[config.mk]
export PLATFORM = sky130hd
export DESIGN_NAME = rtc_bus_engine_flat
export DESIGN_NICKNAME = d
export VERILOG_FILES = /design/src/rtl/rtc_bus_engine_if.sv /design/src/rtl/rtc_bus_engine.sv /design/src/flat_wrapper.sv
export SDC_FILE = /design/constraint.sdc
export NUM_CORES = 1
export LEC_CHECK = 0
export CAP_MARGIN = 20
export CORE_ASPECT_RATIO = 1.25
export CORE_UTILIZATION = 51
export DETAILED_ROUTE_END_ITERATION = 10
export MAX_ROUTING_LAYER = met4
export PLACE_DENSITY = 0.79
export SLEW_MARGIN = 20
export SYNTH_ARGS = -nofsm -noshare
export SYNTH_HDL_FRONTEND = slang
export SYNTH_SLANG_ARGS = --single-unit
[constraint.sdc]
create_clock -name clki -period 3.12 [get_ports clki]
set_clock_uncertainty 0.1 [all_clocks]
set_input_delay 0.936 -clock clki [delete_from_list [all_inputs] [get_ports clki]]
set_output_delay 0.936 -clock clki [all_outputs]
set_load 0.01 [all_outputs]
[src/rtl/rtc_bus_engine_if.sv]
// Command handshake and V3023 pad signals between the clock/alarm control
// logic (master) and the bus-cycle engine (slave).
interface rtc_bus_engine_if #(
    parameter int DW = 8
) ();
    logic          req;
    logic          cmd_wr;
    logic [DW-1:0] cmd_addr;
    logic [DW-1:0] cmd_data;
    logic          ready;
    logic          done;
    logic [DW-1:0] rd_data;
    logic          init_done;

    logic          AD;
    logic          CS;
    logic          WR;
    logic          RD;
    logic [DW-1:0] ADout;
    logic          ad_oe;
    logic [DW-1:0] ADin;

    modport master (
        output req, cmd_wr, cmd_addr, cmd_data, ADin,
        input  ready, done, rd_data, init_done, AD, CS, WR, RD, ADout, ad_oe
    );

    modport slave (
        input  req, cmd_wr, cmd_addr, cmd_data, ADin,
        output ready, done, rd_data, init_done, AD, CS, WR, RD, ADout, ad_oe
    );
endinterface

[src/rtl/rtc_bus_engine.sv]
// Bus-cycle engine for the V3023 multiplexed address/data port: runs full
// register write/read transactions and the power-up init table.
module rtc_bus_engine #(
    parameter int DW       = 8,
    parameter int T_SETUP  = 1,
    parameter int T_STROBE = 3,
    parameter int T_HOLD   = 1,
    parameter int T_GAP    = 5,
    parameter bit INIT_EN  = 1'b1
) (
    input logic             clki,
    input logic             rst,
    rtc_bus_engine_if.slave bus
);
    localparam int T_MAX_A = (T_SETUP > T_STROBE) ? T_SETUP : T_STROBE;
    localparam int T_MAX_B = (T_HOLD > T_GAP) ? T_HOLD : T_GAP;
    localparam int T_MAX   = (T_MAX_A > T_MAX_B) ? T_MAX_A : T_MAX_B;
    localparam int CW      = $clog2(T_MAX + 1);

    localparam logic [3:0] S_IDLE = 4'd0;
    localparam logic [3:0] S_ASET = 4'd1;
    localparam logic [3:0] S_ACS  = 4'd2;
    localparam logic [3:0] S_ASTB = 4'd3;
    localparam logic [3:0] S_AHLD = 4'd4;
    localparam logic [3:0] S_AREL = 4'd5;
    localparam logic [3:0] S_GAP1 = 4'd6;
    localparam logic [3:0] S_DCS  = 4'd7;
    localparam logic [3:0] S_DSTB = 4'd8;
    localparam logic [3:0] S_DHLD = 4'd9;
    localparam logic [3:0] S_DREL = 4'd10;
    localparam logic [3:0] S_GAP2 = 4'd11;

    // Counter load value on entry: the state lasts (value + 1) cycles.
    function automatic logic [CW-1:0] phase_len(input logic [3:0] s);
        case (s)
            S_ACS, S_DCS:   phase_len = CW'(T_SETUP - 1);
            S_ASTB, S_DSTB: phase_len = CW'(T_STROBE - 1);
            S_AHLD, S_DHLD: phase_len = CW'(T_HOLD - 1);
            S_GAP1, S_GAP2: phase_len = CW'(T_GAP - 1);
            default:        phase_len = '0;
        endcase
    endfunction

    function automatic logic [3:0] next_state(input logic [3:0] s);
        case (s)
            S_ASET:  next_state = S_ACS;
            S_ACS:   next_state = S_ASTB;
            S_ASTB:  next_state = S_AHLD;
            S_AHLD:  next_state = S_AREL;
            S_AREL:  next_state = S_GAP1;
            S_GAP1:  next_state = S_DCS;
            S_DCS:   next_state = S_DSTB;
            S_DSTB:  next_state = S_DHLD;
            S_DHLD:  next_state = S_DREL;
            S_DREL:  next_state = S_GAP2;
            default: next_state = S_IDLE;
        endcase
    endfunction

    function automatic logic [DW-1:0] init_addr(input logic [1:0] idx);
        case (idx)
            2'd0, 2'd1: init_addr = DW'(8'h02);
            2'd2:       init_addr = DW'(8'h10);
            default:    init_addr = DW'(8'h00);
        endcase
    endfunction

    function automatic logic [DW-1:0] init_data(input logic [1:0] idx);
        case (idx)
            2'd0:    init_data = DW'(8'h08);
            2'd2:    init_data = DW'(8'hD2);
            default: init_data = DW'(8'h00);
        endcase
    endfunction

    logic [3:0]    state_q, state_d;
    logic [CW-1:0] cnt_q, cnt_d;
    logic          wr_q, wr_d;
    logic [DW-1:0] addr_q, addr_d;
    logic [DW-1:0] data_q, data_d;
    logic          init_busy_q, init_busy_d;
    logic [1:0]    init_idx_q, init_idx_d;
    logic          init_done_q, init_done_d;
    logic [DW-1:0] rd_data_q, rd_data_d;
    logic          ready_q, ready_d;
    logic          done_q, done_d;
    logic          ad_q, ad_d;
    logic          cs_q, cs_d;
    logic          wr_n_q, wr_n_d;
    logic          rd_n_q, rd_n_d;
    logic [DW-1:0] adout_q, adout_d;
    logic          ad_oe_q, ad_oe_d;
    logic          phase_end;

    always_comb begin
        // NOTE: every variable gets a default first so no path infers a latch.
        state_d     = state_q;
        cnt_d       = cnt_q;
        wr_d        = wr_q;
        addr_d      = addr_q;
        data_d      = data_q;
        init_busy_d = init_busy_q;
        init_idx_d  = init_idx_q;
        init_done_d = init_done_q;
        rd_data_d   = rd_data_q;
        phase_end   = (cnt_q == '0);
        if (!phase_end) cnt_d = cnt_q - 1'b1;

        case (state_q)
            S_IDLE: begin
                if (!init_done_q) begin
                    if (INIT_EN) begin
                        init_busy_d = 1'b1;
                        init_idx_d  = 2'd0;
                        wr_d        = 1'b1;
                        addr_d      = init_addr(2'd0);
                        data_d      = init_data(2'd0);
                        state_d     = S_ASET;
                    end else begin
                        init_done_d = 1'b1;
                    end
                end else if (ready_q && bus.req) begin
                    wr_d    = bus.cmd_wr;
                    addr_d  = bus.cmd_addr;
                    data_d  = bus.cmd_data;
                    state_d = S_ASET;
                end
            end
            S_GAP2: begin
                if (phase_end) begin
                    // Init entries chain straight into the next ASET without an idle cycle.
                    if (init_busy_q && init_idx_q != 2'd3) begin
                        init_idx_d = init_idx_q + 2'd1;
                        wr_d       = 1'b1;
                        addr_d     = init_addr(init_idx_q + 2'd1);
                        data_d     = init_data(init_idx_q + 2'd1);
                        state_d    = S_ASET;
                    end else begin
                        state_d = S_IDLE;
                        if (init_busy_q) begin
                            init_busy_d = 1'b0;
                            init_done_d = 1'b1;
                        end
                    end
                end
            end
            default: if (phase_end) state_d = next_state(state_q);
        endcase

        if (state_q == S_DSTB && phase_end && !wr_q) rd_data_d = bus.ADin;
        if (state_d != state_q) cnt_d = phase_len(state_d);
    end

    assign ready_d = (state_d == S_IDLE) && init_done_d;
    assign done_d  = (state_d == S_DREL) && !init_busy_q;

    // Pin values are decoded from the next state so every pin comes straight off a flop.
    always_comb begin
        ad_d    = 1'b1;
        cs_d    = 1'b1;
        wr_n_d  = 1'b1;
        rd_n_d  = 1'b1;
        adout_d = '1;
        ad_oe_d = 1'b0;
        case (state_d)
            S_ASET: ad_d = 1'b0;
            S_ACS: begin
                ad_d = 1'b0;
                cs_d = 1'b0;
            end
            S_ASTB: begin
                ad_d    = 1'b0;
                cs_d    = 1'b0;
                wr_n_d  = 1'b0;
                adout_d = addr_d;
                ad_oe_d = 1'b1;
            end
            S_AHLD: begin
                ad_d    = 1'b0;
                cs_d    = 1'b0;
                adout_d = addr_d;
                ad_oe_d = 1'b1;
            end
            S_AREL: begin
                adout_d = addr_d;
                ad_oe_d = 1'b1;
            end
            S_DCS: cs_d = 1'b0;
            S_DSTB: begin
                cs_d = 1'b0;
                if (wr_d) begin
                    wr_n_d  = 1'b0;
                    adout_d = data_d;
                    ad_oe_d = 1'b1;
                end else begin
                    rd_n_d = 1'b0;
                end
            end
            S_DHLD: begin
                cs_d = 1'b0;
                if (wr_d) begin
                    adout_d = data_d;
                    ad_oe_d = 1'b1;
                end
            end
            default: ;
        endcase
    end

    always_ff @(posedge clki) begin
        // NOTE: state and outputs update with non-blocking assignments only.
        if (rst) begin
            state_q     <= S_IDLE;
            cnt_q       <= '0;
            wr_q        <= 1'b0;
            addr_q      <= '0;
            data_q      <= '0;
            init_busy_q <= 1'b0;
            init_idx_q  <= 2'd0;
            init_done_q <= 1'b0;
            rd_data_q   <= '0;
            ready_q     <= 1'b0;
            done_q      <= 1'b0;
            ad_q        <= 1'b1;
            cs_q        <= 1'b1;
            wr_n_q      <= 1'b1;
            rd_n_q      <= 1'b1;
            adout_q     <= '1;
            ad_oe_q     <= 1'b0;
        end else begin
            state_q     <= state_d;
            cnt_q       <= cnt_d;
            wr_q        <= wr_d;
            addr_q      <= addr_d;
            data_q      <= data_d;
            init_busy_q <= init_busy_d;
            init_idx_q  <= init_idx_d;
            init_done_q <= init_done_d;
            rd_data_q   <= rd_data_d;
            ready_q     <= ready_d;
            done_q      <= done_d;
            ad_q        <= ad_d;
            cs_q        <= cs_d;
            wr_n_q      <= wr_n_d;
            rd_n_q      <= rd_n_d;
            adout_q     <= adout_d;
            ad_oe_q     <= ad_oe_d;
        end
    end

    assign bus.ready     = ready_q;
    assign bus.done      = done_q;
    assign bus.rd_data   = rd_data_q;
    assign bus.init_done = init_done_q;
    assign bus.AD        = ad_q;
    assign bus.CS        = cs_q;
    assign bus.WR        = wr_n_q;
    assign bus.RD        = rd_n_q;
    assign bus.ADout     = adout_q;
    assign bus.ad_oe     = ad_oe_q;
endmodule
[src/flat_wrapper.sv]
// flat-port wrapper written by rule: the top's interface ports become plain ports
module rtc_bus_engine_flat 
#(
    parameter int DW       = 8,
    parameter int T_SETUP  = 1,
    parameter int T_STROBE = 3,
    parameter int T_HOLD   = 1,
    parameter int T_GAP    = 5,
    parameter bit INIT_EN  = 1'b1
)
  (clki, rst, bus_req, bus_cmd_wr, bus_cmd_addr, bus_cmd_data, bus_ADin, bus_ready, bus_done, bus_rd_data, bus_init_done, bus_AD, bus_CS, bus_WR, bus_RD, bus_ADout, bus_ad_oe);
  rtc_bus_engine_if #(.DW(DW)) bus_i ();
  input logic clki;
  input logic rst;
  input wire logic [$bits(bus_i.req)-1:0] bus_req;
  input wire logic [$bits(bus_i.cmd_wr)-1:0] bus_cmd_wr;
  input wire logic [$bits(bus_i.cmd_addr)-1:0] bus_cmd_addr;
  input wire logic [$bits(bus_i.cmd_data)-1:0] bus_cmd_data;
  input wire logic [$bits(bus_i.ADin)-1:0] bus_ADin;
  output wire logic [$bits(bus_i.ready)-1:0] bus_ready;
  output wire logic [$bits(bus_i.done)-1:0] bus_done;
  output wire logic [$bits(bus_i.rd_data)-1:0] bus_rd_data;
  output wire logic [$bits(bus_i.init_done)-1:0] bus_init_done;
  output wire logic [$bits(bus_i.AD)-1:0] bus_AD;
  output wire logic [$bits(bus_i.CS)-1:0] bus_CS;
  output wire logic [$bits(bus_i.WR)-1:0] bus_WR;
  output wire logic [$bits(bus_i.RD)-1:0] bus_RD;
  output wire logic [$bits(bus_i.ADout)-1:0] bus_ADout;
  output wire logic [$bits(bus_i.ad_oe)-1:0] bus_ad_oe;
  assign bus_i.req = bus_req;
  assign bus_i.cmd_wr = bus_cmd_wr;
  assign bus_i.cmd_addr = bus_cmd_addr;
  assign bus_i.cmd_data = bus_cmd_data;
  assign bus_i.ADin = bus_ADin;
  assign bus_ready = bus_i.ready;
  assign bus_done = bus_i.done;
  assign bus_rd_data = bus_i.rd_data;
  assign bus_init_done = bus_i.init_done;
  assign bus_AD = bus_i.AD;
  assign bus_CS = bus_i.CS;
  assign bus_WR = bus_i.WR;
  assign bus_RD = bus_i.RD;
  assign bus_ADout = bus_i.ADout;
  assign bus_ad_oe = bus_i.ad_oe;
  rtc_bus_engine #(.DW(DW), .T_SETUP(T_SETUP), .T_STROBE(T_STROBE), .T_HOLD(T_HOLD), .T_GAP(T_GAP), .INIT_EN(INIT_EN)) u_core (.clki(clki), .rst(rst), .bus(bus_i));
endmodule
# --- Word level (Yosys, flattened, before mapping) ---
# Memory sizes are Yosys's and may differ from the RTL's. A register that Yosys moved wholly into a read port is not among the register bits.
# Cells that the tools add are included.
word_totals:
  ff_bits: 51
  latch_bits: 0
  mem_bits_rw: 0
  rom_bits: 96
  inputBits: 28
  out_inout_bits: 24
  elab_cells: 110
  memories: 2
memory_table:
  columns: ["name", "words", "width", "rd", "rd_clocked_by_memory_dff", "write_ports", "line", "source"]
  rows:
  - ["(name not given)", 16, 4, 1, 1, 0, "rtc_bus_engine.sv:45", "case (s)"]
  - ["(name not given)", 16, 2, 1, 0, 0, "rtc_bus_engine.sv:35", "case (s)"]
op_classes:
  add_sub_neg: 2
  multipliers: 0
  n_div: 0
  magnitude_cmp: 0
  eq_ne: 20
  shift: 0
  mux: 47
  n_bitwise: 1
  n_reduce_logical: 21
op_table:
  columns: ["cell", "n"]
  rows:
  - ["two-way mux 8 bit", 9]
  - ["one-hot mux 8 bit (2 select lines)", 4]
  - ["equality test 4 bit (second input constant)", 5]
  - ["two-way mux 4 bit", 5]
  - ["two-way mux 1 bit", 16]
  - ["equality test 4 x 3 -> 1 bit (second input constant)", 3]
  - ["one-hot mux 1 bit (2 select lines)", 5]
  - ["one-hot mux 5 bit (2 select lines)", 1]
  - ["equality test 4 x 2 -> 1 bit (second input constant)", 2]
  - ["zero test 4 bit", 2]
  - ["inequality test 2 bit (second input constant)", 4]
  - ["one-hot mux 4 bit (2 select lines)", 1]
  - ["AND reduction 4 bit", 2]
  - ["logical AND 1 bit", 6]
  - ["two-way mux 2 bit", 3]
  - ["two-way mux 3 bit", 2]
  - ["OR reduction 2 bit", 3]
  - ["OR reduction 6 bit", 1]
  - ["equality test 4 x 1 -> 1 bit (second input constant)", 1]
  - ["inequality test 2 x 1 -> 1 bit (second input constant)", 2]
  - ["inequality test 4 bit", 1]
  - ["one-hot mux 2 bit (2 select lines)", 1]
  - ["OR reduction 4 bit", 1]
  - ["zero test 3 bit", 1]
  - ["9 further kinds", 10]

# --- Longest topological paths before layout ---
logic_depth:
  word_depth: 8
  mapped_depth: 12
  depth_no_buf: 10

# --- Worst setup path after synthesis ---
# Ideal clock, no wire load.
synth_path:
  path_type: "input port to flip-flop"
  start: "input bus_req"
  end: "register with a tool-made name"
  setup_ns: 0.128
  arrival_time_ns: 2.499
  t_required_ns: 2.892
  path_slack_ns: 0.393
  cell_stages: 10
  path_buffers: 2
  cell_sequence: "and2_1 > clkbuf_1 > nor2_2 > a221oi_2 > buf_2 > nor2b_1 > ha_1 > nor3_1 > a31oi_1 > nor2_1"
synth_rtl:
  columns: ["element", "line", "source"]
  rows:
  - ["start, declared", "flat_wrapper.sv:15", "input wire logic [$bits(bus_i.req)-1:0] bus_req;"]

==> impl_metrics.env <==
export IMPL_dpl_cell_area_um2=3273
export IMPL_die_height_um=82.37
export IMPL_drc=0
export IMPL_n_antenna_cell=0
export IMPL_cp_arrival_ns=2.89
export IMPL_cts_max_path_buffers=2
export IMPL_avgSynthCellArea_um2=8.932
export IMPL_r2r_start="u_core.state_q[3]$_SDFF_PP0_"
export IMPL_grt_pass1_wl_mm=10.57
export IMPL_power_density_nw_per_um2=821.8
export IMPL_cts_sinks=55
export IMPL_wl_per_cell_um=15.43
export IMPL_postCtsHoldBufs=0
export IMPL_port_buffers=51
export IMPL_worstPathCellList="clkdlybuf4s50_1 > and2_1 > nor2_2 > a221oi_2 > nor2b_1 > inv_1 > ha_1 > o21ai_0 > o31ai_1"
export IMPL_cts_root_buf="clkbuf_8"
export IMPL_crit_type="primary input to flip-flop"
export IMPL_start_util_pct=54.50
export IMPL_critical_path_buf_inv_count=2
export IMPL_clkPwrFrac_pct=17.1
export IMPL_final_setup_tns_ns=0
export IMPL_reg2reg_to="u_core.bus.ADout[2]$_SDFF_PP1_"
export IMPL_p_seq_share_pct=33.6
export IMPL_crit_required_ns=3.21
export IMPL_post_cts_resize_count=0
export IMPL_hold_path_end="u_core.addr_q[4]$_SDFF_PP0_"
export IMPL_core_region_area_um2=4835
export IMPL_finalCritPeriodShare_pct=89.77
export IMPL_gp_congestion=0.9134
export IMPL_antenna_found_initial=0
export IMPL_h_tree_depth=2
export IMPL_endpoint_kind="flip-flop"
export IMPL_rsz0062_at_grt="false"
export IMPL_swShare_pct=38.53
export IMPL_wirelength_mm=6.374
export IMPL_clkLatencyLatePin_ns=0.31
export IMPL_worstHoldStart="u_core.addr_q[4]$_SDFF_PP0_"
export IMPL_grt_util_all_layers_pct=26.33
export IMPL_cts_buffers=5
export IMPL_p_sw_mw=1.072
export IMPL_synth_cell_types=51
export IMPL_global_route_usage_met2_pct=43.47
export IMPL_critical_path_slowest_cell="clkdlybuf4s50_1"
export IMPL_outcome="finished, final reports clean"
export IMPL_synth_warnings=0
export IMPL_drv_slew=0
export IMPL_leakage_nw=1.293
export IMPL_hold_path_class="flip-flop to flip-flop"
export IMPL_dr_pass1_iters=4
export IMPL_synth_edf_count=0
export IMPL_ys_flop_type="dfxtp_1"
export IMPL_routed_via_density=5.753
export IMPL_grtUsageMet1_pct=32.00
export IMPL_grt_overflow=0
export IMPL_synth_top_cell_by_area="dfxtp_1"
export IMPL_fin_util_pct=70.01
export IMPL_crit_path_max_fanout=5
export IMPL_cts_setup_buffers=0
export IMPL_p_int_mw=1.710
export IMPL_io_pins=52
export IMPL_async_reset_ff_share_pct=0
export IMPL_yosys_area_top_type_share_pct=41.79
export IMPL_post_route_min_period_ns=2.801
export IMPL_slew_headroom_pct=34.92
export IMPL_comb_power_share_pct=49.3
export IMPL_grt_max_degree=22
export IMPL_stdcell_area_um2=3385
export IMPL_cts_tree="yes"
export IMPL_nFillCells=409
export IMPL_cpPeakStageDelay_ns=0.47
export IMPL_multi_input_area_um2=1433
export IMPL_synthTopCellsByArea="dfxtp_1 42%, nor2_1 6.6%, mux2i_1 4.9%"
export IMPL_worst_slew_pin_slew_ns=0.9762
export IMPL_dp_final_hpwl_mm=4.643
export IMPL_ir_worst_vdd_uv=517.3
export IMPL_syn_area_um2=2635
export IMPL_seq_area_frac_synth_pct=41.79
export IMPL_whs_ns=0.3988
export IMPL_hold_depth=2
export IMPL_drt_iter0_markers=230
export IMPL_area_delta_synth_final_pct=28.44
export IMPL_busiest_layer="met2"
export IMPL_synthesis_nets=331
export IMPL_clk_pin_slew_ns=0.10
export IMPL_drtAntennaViolNets=0
export IMPL_netlist_instances=295
export IMPL_die_x_um=66.29
export IMPL_dieArea_um2=5460
export IMPL_r2r_slack_ns=0.39
export IMPL_drive_gt1_share_pct=10.20
export IMPL_grt_pass1_vias=2245
export IMPL_report_final_hold_viol_count=0
export IMPL_fmax_mhz=357.0
export IMPL_crit_family="compound AO/OA/AOI/OAI gates"
export IMPL_num_nets_final=388
export IMPL_use_met3_pct=3.984
export IMPL_vias=2376
export IMPL_rr_worst_depth=6
export IMPL_cp_start_kind="primary input"
export IMPL_ys_ff_latch=55
export IMPL_register_area_um2=1101
export IMPL_drv_cap=0
export IMPL_finalSetupViolations=0
export IMPL_core_rowCount=28
kinds of logic (layout without fill, tap and decap cells):
logic type	after synthesis	in the layout	share of synthesized area [%]
AOI/OAI and AO/OA	80	80	21.46
adders and majority gates	8	8	3.799
xor gates and xnor gates	4	4	1.329
and+or+nand+nor	109	109	22.41
DFF	55	55	41.79
buffers and inverters	25	83	3.846
muxes	14	14	5.365
power groups by stage:
| stage | Combinational (mW) | Clock [mW] | Sequential [mW] |
|---|---|---|---|
| floorplan | 0.850 | 0 | 0.937 |
| global placement | 1.33 | 0 | 0.951 |
| detailed placement | 1.35 | 0 | 0.948 |
| CTS | 1.36 | 0.486 | 0.933 |
| global route | 1.49 | 0.509 | 0.951 |
| finish | 1.37 | 0.476 | 0.934 |
worst max path at each step:
stage | start | endpoint | slack [ns] | cells past startpoint
final | bus_req | flip-flop | 0.32 | 9
after global routing | bus_req | flip-flop | 0.20 | 9
after CTS | bus_req | flip-flop | 0.34 | 9
after detailed placement | bus_req | u_core.bus.ADout[5]$_SDFF_PP1_ | 0.04 | 8
after global placement | bus_req | u_core.bus.ADout[5]$_SDFF_PP1_ | 0.08 | 8
after floorplan | bus_req | flip-flop | 0.39 | 10
per-stage QoR:
stage,cells,worst slack [ns],power (mW)
5_1_grt,413,0.2025,2.951
4_1_cts,413,0.3370,2.781
3_5_place_dp,405,0.04382,2.299
3_3_place_gp,405,0.08363,2.277
6_report,413,0.3193,2.781
2_1_floorplan,295,0.3935,1.787
cell usage after synthesis (2+ instances only):
| library cell | instances |
|---|---|
| a21o_1 | 6 |
| a21oi_1 | 15 |
| a22o_1 | 4 |
| a22oi_1 | 7 |
| a31oi_1 | 3 |
| and3_1 | 3 |
| buf_2 | 6 |
| clkbuf_1 | 12 |
| dfxtp_1 | 55 |
| ha_1 | 8 |
| inv_1 | 7 |
| mux2i_1 | 13 |
| nand2_1 | 8 |
| nand2b_1 | 7 |
| nand3_1 | 2 |
| nor2_1 | 46 |
| nor2_2 | 2 |
| nor2b_1 | 12 |
| nor3_1 | 9 |
| nor3b_1 | 2 |
| o211ai_1 | 8 |
| o21ai_0 | 21 |
| o31ai_1 | 2 |
| o32ai_1 | 2 |
| or2_2 | 3 |
| or3_1 | 4 |
| xnor2_1 | 4 |
cell usage in the layout, fill, tap and decap left out, types with 2 or more instances in the layout:
cell,instances
nor3b_1,2
nand3_1,2
nand2_1,8
a22oi_1,7
or3_1,4
mux2i_1,13
o211ai_1,8
a21o_1,6
and3_1,3
or2_2,3
nand2b_1,7
xnor2_1,4
nor3_1,9
a31oi_1,3
buf_4,17
ha_1,8
a21oi_1,15
clkdlybuf4s50_1,51
inv_1,7
a22o_1,4
nor2b_1,12
o31ai_1,2
o21ai_0,21
nor2_1,46
o32ai_1,2
nor2_2,2
dfxtp_1,55
clkbuf_8,5
cell type report:
cell class,instances,share of cell area [%]
clock buffer,6,2.144
clock inverter,2,1.146
tap,60,2.218
inverter,7,0.7763
timing repair buffer,68,18.85
sequential,55,32.53
multi-input combinational,215,42.33
state kept, by name, summed over array words and instances (netlist names), named ones only:
signal                count
u_core.addr_q             8
u_core.bus.ADout          8
u_core.bus.rd_data        8
u_core.data_q             8
u_core.state_q            4
u_core.cnt_q              3
u_core.init_idx_q         2
u_core.bus.AD             1
u_core.bus.CS             1
u_core.bus.RD             1
u_core.bus.WR             1
u_core.bus.ad_oe          1
u_core.bus.done           1
u_core.bus.init_done      1
u_core.bus.ready          1
u_core.init_busy_q        1
u_core.wr_q               1
worst register-to-register path, stage by stage (launching register included):
cell      delay, ns
dfxtp_1        0.61
nand4b_1       0.43
nor2_2         0.43
o22ai_1        0.40
a22o_1         0.36
o21ai_0        0.17
o211ai_1       0.11
layer usage:
metal  share of wire (%)  wire, um  vias to the layer above
met3                 4.6       296                       15
li1                    -         -                     1168
met5                   0         0                        -
met2                  48      3078                       84
met4                 2.6       166                        0
met1                  44      2832                     1109
Power figures use the tool's default switching activity.
